### src/rtl/pe_issue_ctrl.sv
// pe_issue_ctrl: drives one mixed-radix butterfly PE and collects its U/V results.
// Tuples are issued with registered ctrl/valid/operands. A mode change first drains
// the PE pipeline. Every issued op owns a result FIFO slot (credit scheme), so the
// non-stallable PE can never overflow the FIFO even while results are backpressured.
//
// Handshake rule used on both streams: a transfer happens on a rising clk edge where
// valid and ready are both high. Valid must not depend on ready. A producer holding
// valid keeps its payload stable until the transfer.

package poly_arith_pkg;
    localparam int COEFF_WIDTH = 12;

    typedef enum logic [2:0] {
        PE_MODE_NTT    = 3'd0,
        PE_MODE_INTT   = 3'd1,
        PE_MODE_CWM    = 3'd2,
        PE_MODE_COMP   = 3'd3,
        PE_MODE_DECOMP = 3'd4,
        PE_MODE_ADDSUB = 3'd5
    } pe_mode_e;

    typedef enum logic [1:0] {
        ST_ISSUE  = 2'd0,
        ST_DRAIN  = 2'd1,
        ST_SWITCH = 2'd2
    } issue_state_e;
endpackage

module pe_issue_ctrl
    import poly_arith_pkg::*;
#(
    parameter int RES_DEPTH = 8,
    parameter int COEFF_W   = COEFF_WIDTH
) (
    input  logic               clk,
    input  logic               rst,
    // operand tuple stream
    input  logic               in_valid_i,
    output logic               in_ready_o,
    input  pe_mode_e           in_mode_i,
    input  logic [COEFF_W-1:0] in_a_i,
    input  logic [COEFF_W-1:0] in_b_i,
    input  logic [COEFF_W-1:0] in_w_i,
    input  logic [COEFF_W-1:0] in_tf_i,
    // PE issue side
    output pe_mode_e           pe_ctrl_o,
    output logic               pe_valid_o,
    output logic [COEFF_W-1:0] pe_a_o,
    output logic [COEFF_W-1:0] pe_b_o,
    output logic [COEFF_W-1:0] pe_w_o,
    output logic [COEFF_W-1:0] pe_tf_o,
    // PE result side
    input  logic               pe_valid_i,
    input  logic [COEFF_W-1:0] pe_u_i,
    input  logic [COEFF_W-1:0] pe_v_i,
    // result stream
    output logic               res_valid_o,
    input  logic               res_ready_i,
    output logic [COEFF_W-1:0] res_u_o,
    output logic [COEFF_W-1:0] res_v_o,
    // status
    output logic               busy_o,
    output logic               err_o,
    output issue_state_e       state_o
);

    localparam int CNT_W   = $clog2(RES_DEPTH + 1);
    localparam int PTR_W   = $clog2(RES_DEPTH);
    localparam int ENTRY_W = 2 * COEFF_W;
    localparam logic [CNT_W-1:0] DEPTH_C = CNT_W'(RES_DEPTH);
    localparam logic [CNT_W:0]   DEPTH_X = (CNT_W + 1)'(RES_DEPTH);

    issue_state_e       state_q, state_d;
    pe_mode_e           ctrl_q, ctrl_d;
    pe_mode_e           next_mode_q, next_mode_d;
    logic               pe_valid_q, pe_valid_d;
    logic [COEFF_W-1:0] a_q, a_d, b_q, b_d, w_q, w_d, tf_q, tf_d;
    logic [CNT_W-1:0]   inflight_q, inflight_d;
    logic [CNT_W-1:0]   fifo_cnt_q, fifo_cnt_d;
    logic [PTR_W-1:0]   wr_ptr_q, wr_ptr_d;
    logic [PTR_W-1:0]   rd_ptr_q, rd_ptr_d;
    logic               err_q, err_d;
    // Low during reset and for the first cycle after, so in_ready_o is 0 while in reset.
    logic               ready_en_q, ready_en_d;

    logic [ENTRY_W-1:0] fifo_mem [RES_DEPTH];
    logic [ENTRY_W-1:0] head;

    logic mode_match, credit_ok, in_ready, issue;
    logic pop, rsp_ok, fifo_full, push, err_hit;

    // Credits: in-flight ops plus buffered results never exceed the FIFO depth.
    // The pre-pop count is used, so a pop frees its credit one cycle later.
    assign mode_match = (in_mode_i == ctrl_q);
    assign credit_ok  = ({1'b0, inflight_q} + {1'b0, fifo_cnt_q}) < DEPTH_X;
    assign in_ready   = ready_en_q && (state_q == ST_ISSUE) && mode_match && credit_ok;
    assign issue      = in_valid_i && in_ready;

    // A PE response with nothing in flight, or one arriving at a full FIFO with no pop,
    // is a protocol error and is dropped.
    assign pop       = (fifo_cnt_q != '0) && res_ready_i;
    assign rsp_ok    = pe_valid_i && (inflight_q != '0);
    assign fifo_full = (fifo_cnt_q == DEPTH_C);
    assign push      = rsp_ok && (!fifo_full || pop);
    assign err_hit   = pe_valid_i && ((inflight_q == '0) || (fifo_full && !pop));

    assign head = fifo_mem[rd_ptr_q];

    // Next-state computation for the FSM, issue registers, counters and FIFO pointers.
    always_comb begin
        state_d     = state_q;
        ctrl_d      = ctrl_q;
        next_mode_d = next_mode_q;
        pe_valid_d  = issue;
        a_d         = a_q;
        b_d         = b_q;
        w_d         = w_q;
        tf_d        = tf_q;
        inflight_d  = inflight_q;
        fifo_cnt_d  = fifo_cnt_q;
        wr_ptr_d    = wr_ptr_q;
        rd_ptr_d    = rd_ptr_q;
        err_d       = err_q | err_hit;
        ready_en_d  = 1'b1;

        if (issue) begin
            a_d  = in_a_i;
            b_d  = in_b_i;
            w_d  = in_w_i;
            tf_d = in_tf_i;
        end

        case (state_q)
            ST_ISSUE: begin
                if (in_valid_i && !mode_match) begin
                    state_d = ST_DRAIN;
                end
            end
            ST_DRAIN: begin
                // Buffered results do not hold up the drain, only ops still in the PE.
                if (inflight_q == '0) begin
                    next_mode_d = in_mode_i;
                    state_d     = ST_SWITCH;
                end
            end
            ST_SWITCH: begin
                ctrl_d  = next_mode_q;
                state_d = ST_ISSUE;
            end
            default: begin
                state_d = ST_ISSUE;
            end
        endcase

        case ({issue, rsp_ok})
            2'b10:   inflight_d = inflight_q + CNT_W'(1);
            2'b01:   inflight_d = inflight_q - CNT_W'(1);
            default: inflight_d = inflight_q;
        endcase

        if (push) begin
            wr_ptr_d = wr_ptr_q + PTR_W'(1);
        end
        if (pop) begin
            rd_ptr_d = rd_ptr_q + PTR_W'(1);
        end
        case ({push, pop})
            2'b10:   fifo_cnt_d = fifo_cnt_q + CNT_W'(1);
            2'b01:   fifo_cnt_d = fifo_cnt_q - CNT_W'(1);
            default: fifo_cnt_d = fifo_cnt_q;
        endcase
    end

    // State register for the FSM and every control/issue flop; reset discards all work.
    always_ff @(posedge clk or negedge rst) begin
        if (!rst) begin
            state_q     <= ST_ISSUE;
            ctrl_q      <= PE_MODE_NTT;
            next_mode_q <= PE_MODE_NTT;
            pe_valid_q  <= 1'b0;
            a_q         <= '0;
            b_q         <= '0;
            w_q         <= '0;
            tf_q        <= '0;
            inflight_q  <= '0;
            fifo_cnt_q  <= '0;
            wr_ptr_q    <= '0;
            rd_ptr_q    <= '0;
            err_q       <= 1'b0;
            ready_en_q  <= 1'b0;
        end else begin
            state_q     <= state_d;
            ctrl_q      <= ctrl_d;
            next_mode_q <= next_mode_d;
            pe_valid_q  <= pe_valid_d;
            a_q         <= a_d;
            b_q         <= b_d;
            w_q         <= w_d;
            tf_q        <= tf_d;
            inflight_q  <= inflight_d;
            fifo_cnt_q  <= fifo_cnt_d;
            wr_ptr_q    <= wr_ptr_d;
            rd_ptr_q    <= rd_ptr_d;
            err_q       <= err_d;
            ready_en_q  <= ready_en_d;
        end
    end

    // Result storage; contents are only observable through a non-zero count.
    always_ff @(posedge clk) begin
        if (push) begin
            fifo_mem[wr_ptr_q] <= {pe_u_i, pe_v_i};
        end
    end

    assign in_ready_o  = in_ready;
    assign pe_ctrl_o   = ctrl_q;
    assign pe_valid_o  = pe_valid_q;
    assign pe_a_o      = a_q;
    assign pe_b_o      = b_q;
    assign pe_w_o      = w_q;
    assign pe_tf_o     = tf_q;
    assign res_valid_o = (fifo_cnt_q != '0);
    assign res_u_o     = res_valid_o ? head[ENTRY_W-1:COEFF_W] : '0;
    assign res_v_o     = res_valid_o ? head[COEFF_W-1:0] : '0;
    assign busy_o      = (inflight_q != '0) || (fifo_cnt_q != '0) || (state_q != ST_ISSUE);
    assign err_o       = err_q;
    assign state_o     = state_q;

endmodule

### config.mk
export PLATFORM = sky130hd
export DESIGN_NAME = pe_issue_ctrl
export DESIGN_NICKNAME = d
export VERILOG_FILES = /design/src/rtl/pe_issue_ctrl.sv
export SDC_FILE = /design/constraint.sdc
export NUM_CORES = 1
export LEC_CHECK = 0
export CORE_MARGIN = 2
export CORE_UTILIZATION = 58
export DETAILED_ROUTE_END_ITERATION = 8
export MAX_ROUTING_LAYER = met4
export PLACE_DENSITY = 0.9
export SYNTH_ARGS = -nofsm -noshare
export SYNTH_HDL_FRONTEND = slang
export SYNTH_SLANG_ARGS = --single-unit
### constraint.sdc
create_clock -name clk -period 11 [get_ports clk]
set_input_delay 1.65 -clock clk [delete_from_list [all_inputs] [get_ports clk]]
set_output_delay 1.65 -clock clk [all_outputs]
set_load 0.02 [all_outputs]
==> Word-level counts from Yosys, hierarchy flattened <==
Memories as Yosys holds them, arrays and structs flattened.
Index checks and enable logic that the tools add are counted.
{ "totals": {"register_bits": 73, "ram_bits": 192, "output_inout_bits": 82, "memories": 1} }
{ "mem_list": {"columns": ["memory", "words", "width", "read_ports", "rd_clocked_by_memory_dff", "write_ports", "line_no", "rtl"], "rows": [
  ["fifo_mem", 8, 24, 1, 0, 1, "86", "logic [ENTRY_W-1:0] fifo_mem [RES_DEPTH];"]
]} }
{ "op_classes": {"add_sub_neg": 7, "n_lt_le_gt_ge": 1, "n_eq_ne": 10, "mux": 9, "n_bitwise": 1, "reduce_logical": 26} }
{ "ops": {"columns": ["operator", "count"], "rows": [
  ["$mux 12", 2],
  ["$pmux 4 s2", 2],
  ["$logic_and 1x1->1", 10],
  ["$add 4x1->4 const B", 2],
  ["$reduce_bool 4->1", 2],
  ["$sub 4x1->4 const B", 2],
  ["$add 3x1->3 const B", 2],
  ["$eq 2x1->1 const B", 3],
  ["$eq 2x2->1 const B", 3],
  ["$reduce_bool 2->1", 3],
  ["$add 4x4->5", 1],
  ["$lt 5x4->1 const B", 1],
  ["$eq 4x4->1 const B", 1],
  ["$logic_not 4->1", 1],
  ["$logic_or 1x1->1", 4],
  ["$mux 2", 2],
  ["$pmux 2 s2", 1],
  ["$reduce_and 2->1", 2],
  ["$eq 3x3->1", 1],
  ["$logic_not 1->1", 3],
  ["$logic_not 2->1", 1],
  ["$mux 1", 2],
  ["$ne 2x1->1 const B", 1],
  ["$ne 2x2->1 const B", 1],
  ["$or 1x1->1", 1]
]} }

==> Logic depth before layout (Yosys ltp) <==
{ "logic_depth": {"ltp_word": 7, "mapped_depth": 11, "mapped_depth_nobuf": 10} }

==> Worst setup path before layout <==
Ideal clock, no wire load.
{ "synth_timing": {"path_kind": "in2reg", "startpoint": "in pe_valid_i", "endpoint": "mem fifo_mem[0][0] (netlist name), enable pin", "t_arrival_ps": 4320, "path_slack_ps": 6215, "cell_stages": 3, "path_buffers": 0, "path_cell_list": "o41a_1 > o21ai_2 > nor4_1"} }
{ "synth_via": {"elab_chain_cells": 4} }
{ "synth_rtl": {"columns": ["element", "line_no", "rtl"], "rows": [
  ["from (decl)", "53", "input logic pe_valid_i,"],
  ["$logic_and 1x1->1", "102", "assign rsp_ok = pe_valid_i && (inflight_q != '0);"],
  ["$logic_and 1x1->1", "104", "assign push = rsp_ok && (!fifo_full || pop);"],
  ["$mux 1", "211", "if (push) begin"],
  ["$mux 1 (implied by the code)", "212", "fifo_mem[wr_ptr_q] <= {pe_u_i, pe_v_i};"],
  ["to (decl)", "86", null]
]} }
Every way passes these cells.

==> Worst setup path after layout <==
{ "layout_timing": {"startpoint": "in in_mode_i[0]", "endpoint": "out in_ready_o"} }
{ "layout_via": {"elab_chain_cells": 3} }
{ "layout_rtl": {"columns": ["element", "line_no", "rtl"], "rows": [
  ["from (decl)", "40", "input pe_mode_e in_mode_i,"],
  ["$eq 3x3->1", "94", "assign mode_match = (in_mode_i == ctrl_q);"],
  ["$logic_and 1x1->1 (2 in a row)", "96", "assign in_ready = ready_en_q && (state_q == ST_ISSUE) && mode_match && credit_ok;"],
  ["to (decl)", "39", "output logic in_ready_o,"]
]} }
Every way passes these cells.

==> results.toml <==
[timing]
fin_skew_ps = 12.5
fin_crit_sh_pct = 45.2
hold_viol = 0
maxSlewViolCount = 0
fmax_ghz = 0.201
relSlewSlack_pct = 18.0
rsz0062_at_grt = "false"
fin_crit_ps = 4970
setup_tns_ps = 0
max_slew.worst_pin.slew_ps = 1230
finalSetupViolCount = 0

[logic_synthesis]
syn_area_per_cell_sq_um = 20.1
ys_warn_count = 0
ys_seq_elements = 265
netlist_area_sq_mm = 0.0106
yosys.cell_count.top_type = "edfxtp_1"
yosys_most_used_dff = "edfxtp_1"
netlist_instances = 529
synthArstFlopShare_pct = 27.5
synth_edf_count = 192
synth_cell_types = 43
yosysTopAreaCell = "edfxtp_1"
yosysSeqAreaShare_pct = 71.5
ys_top_cells_by_count = "edfxtp_1, dfrtp_1, mux2_4, mux4_2, nor2_1"
synthesis.nets = 621
synthTopCellsByArea = "edfxtp_1, dfrtp_1, mux4_2, mux2_4, mux2i_1"
yosys.area.top_type_share_pct = 54.3

[clock_tree]
cts_tree = "built"
htreeDepth = 1
cts_setup_buffers = 0
cts.sinks = 265
cts_resized = 0
clockRootBuffer = "clkbuf_16"
cts_made_buffers = 26
cts_hold_buf = 0
cts.clk_slew.worst_paths_ps = 60
clk_latency_ps = 500
clockBufferDepth = 3

[die]
die_w_um = 139
die_height_um = 139
num_rows = 49
start_util_pct = 59.1
io_pins = 162
die-area_sq_mm = 0.0194
core-area_sq_mm = 0.0180

[placement]
dp_hpwl_mm = 13.3
io_buffers = 161
gp_congestion = 0.878

[critical_path]
required_ps = 9350
critPathLaunchType = "input port"
crit_arrival_ps = 3320
cp_max_fo = 3
cp-end-kind = "output pin"
path_class = "in2out"

[global_routing]
grt_max_degree = 74
grt_pass1_wl_mm = 34.4
grt_use_total_pct = 23.6
grt_pass1_vias = 6163
overflow = 0
antenna_found_initial = 0

[pwr]
leakage_nw = 5.08
power.density_mw_per_mm2 = 264
ir_drop_uv = 182

[hold_path]
hp-class = "reg2reg"

[finish]
n_fill_cell = 991
area_growth_pct = 25.4
drive_above_1_share_pct = 23.4
final_nets = 801
final_util_pct = 74.1
antenna_cells = 0

[routing]
antenna_left = 0
drt_iter0_markers = 424
drt_wl_total_mm = 21.7
vias = 5477
routedWlPerCell_um = 22.7
drc = 0
firstDrtPassIters = 4
viasPerCell = 5.72

[run]
cap_violations = 0

[run_status]
status = "finished clean"
-- through the flow --
stage / hold WS [ps] / setup slack [ps] / area (sq um) / total power, mW / std cells
after floorplan: 474 / 6210 / 10600 / 2.20 / 529
final: 507 / 6030 / 13300 / 3.52 / 957
after CTS: 503 / 6040 / 13300 / 3.56 / 957
after detailed placement: 480 / 6060 / 12500 / 2.73 / 910
after global placement: 465 / 6120 / 12500 / 2.67 / 910
after global routing: 521 / 5960 / 13300 / 3.69 / 957
-- critical path, stage by stage --
cell and delay, ps:
clkdlybuf4s50_1 530, xnor2_1 140, nand3_1 120, a211oi_1 220, clkdlybuf4s50_1 660
-- flip-flops by register name, indices dropped and copies added (netlist names) --
| signal | cells |
|---|---|
| fifo_mem | 192 |
| pe_a_o | 12 |
| pe_b_o | 12 |
| pe_tf_o | 12 |
| pe_w_o | 12 |
| fifo_cnt_q | 4 |
| inflight_q | 4 |
| next_mode_q | 3 |
| pe_ctrl_o | 3 |
| rd_ptr_q | 3 |
| wr_ptr_q | 3 |
| state_o | 2 |
| err_o | 1 |
| pe_valid_o | 1 |
| ready_en_q | 1 |
-- logic make-up after synthesis --
group,share of synthesized area [%]
muxes,20.6
and+or+nand+nor,2.50
xor gates and xnor gates,1.07
DFF,71.5
AOI/OAI and AO/OA,1.13
other,0.0353
buffers and inverters,1.66
adders and majority gates,1.56
-- cell type report --
type	instances	area, sq um	area share (%)
well taps	229	287	2.15
flip-flops and latches	265	7600	57.0
multi-input cells	230	2900	21.7
clock buffers	33	698	5.24
inverters	12	45.0	0.338
repair buffers	174	1700	12.8
clock inverters	14	91.3	0.686
-- final timing paths --
path                                from            end  slack [ps]  cells past startpoint
max in group asynchronous            rst    rd_ptr_q[0]        8980                      2
max reg2reg                fifo_cnt_q[3]  inflight_q[3]        8060                     10
min reg2reg                        err_o          err_o         510                      1
min in group asynchronous            rst      pe_a_o[3]        1360                      2
min                                err_o          err_o         510                      1
max                         in_mode_i[0]     in_ready_o        6030                      5
-- cells in the final DEF (no fill, tap or decap), types with 3 or more instances in the layout --
master | synthesis | final
edfxtp_1 | 192 | 192
clkdlybuf4s50_1 | 0 | 160
dfrtp_1 | 73 | 71
mux4_2 | 48 | 48
mux2_4 | 48 | 48
nor2_1 | 34 | 31
mux2i_1 | 28 | 28
clkbuf_16 | 0 | 27
buf_4 | 1 | 13
inv_1 | 11 | 11
ha_1 | 10 | 10
xnor2_1 | 9 | 9
mux2_2 | 7 | 7
clkinv_2 | 0 | 7
clkbuf_1 | 9 | 6
clkinv_1 | 0 | 5
nand2_1 | 4 | 4
nor3_2 | 0 | 4
xor2_1 | 4 | 4
nor2_2 | 0 | 3
nand2b_1 | 3 | 3
-- metal layers --
layer	global-route usage (%)	routed length [um]	up-vias
li1	-	-	2422
met1	29.5	8540	2828
met2	39.9	11500	186
met3	3.75	1130	41
met4	7.81	591	0
met5	-	0	-
-- power breakdown --
group / leakage [nW] / switching [mW] / total (mW) / internal (mW)
clock network: 0.389 / 0.341 / 0.811 / 0.470
registers: 2.69 / 0.218 / 1.50 / 1.28
logic: 2.00 / 0.557 / 1.21 / 0.657
Note: power is estimated with default switching activity, not from simulation.
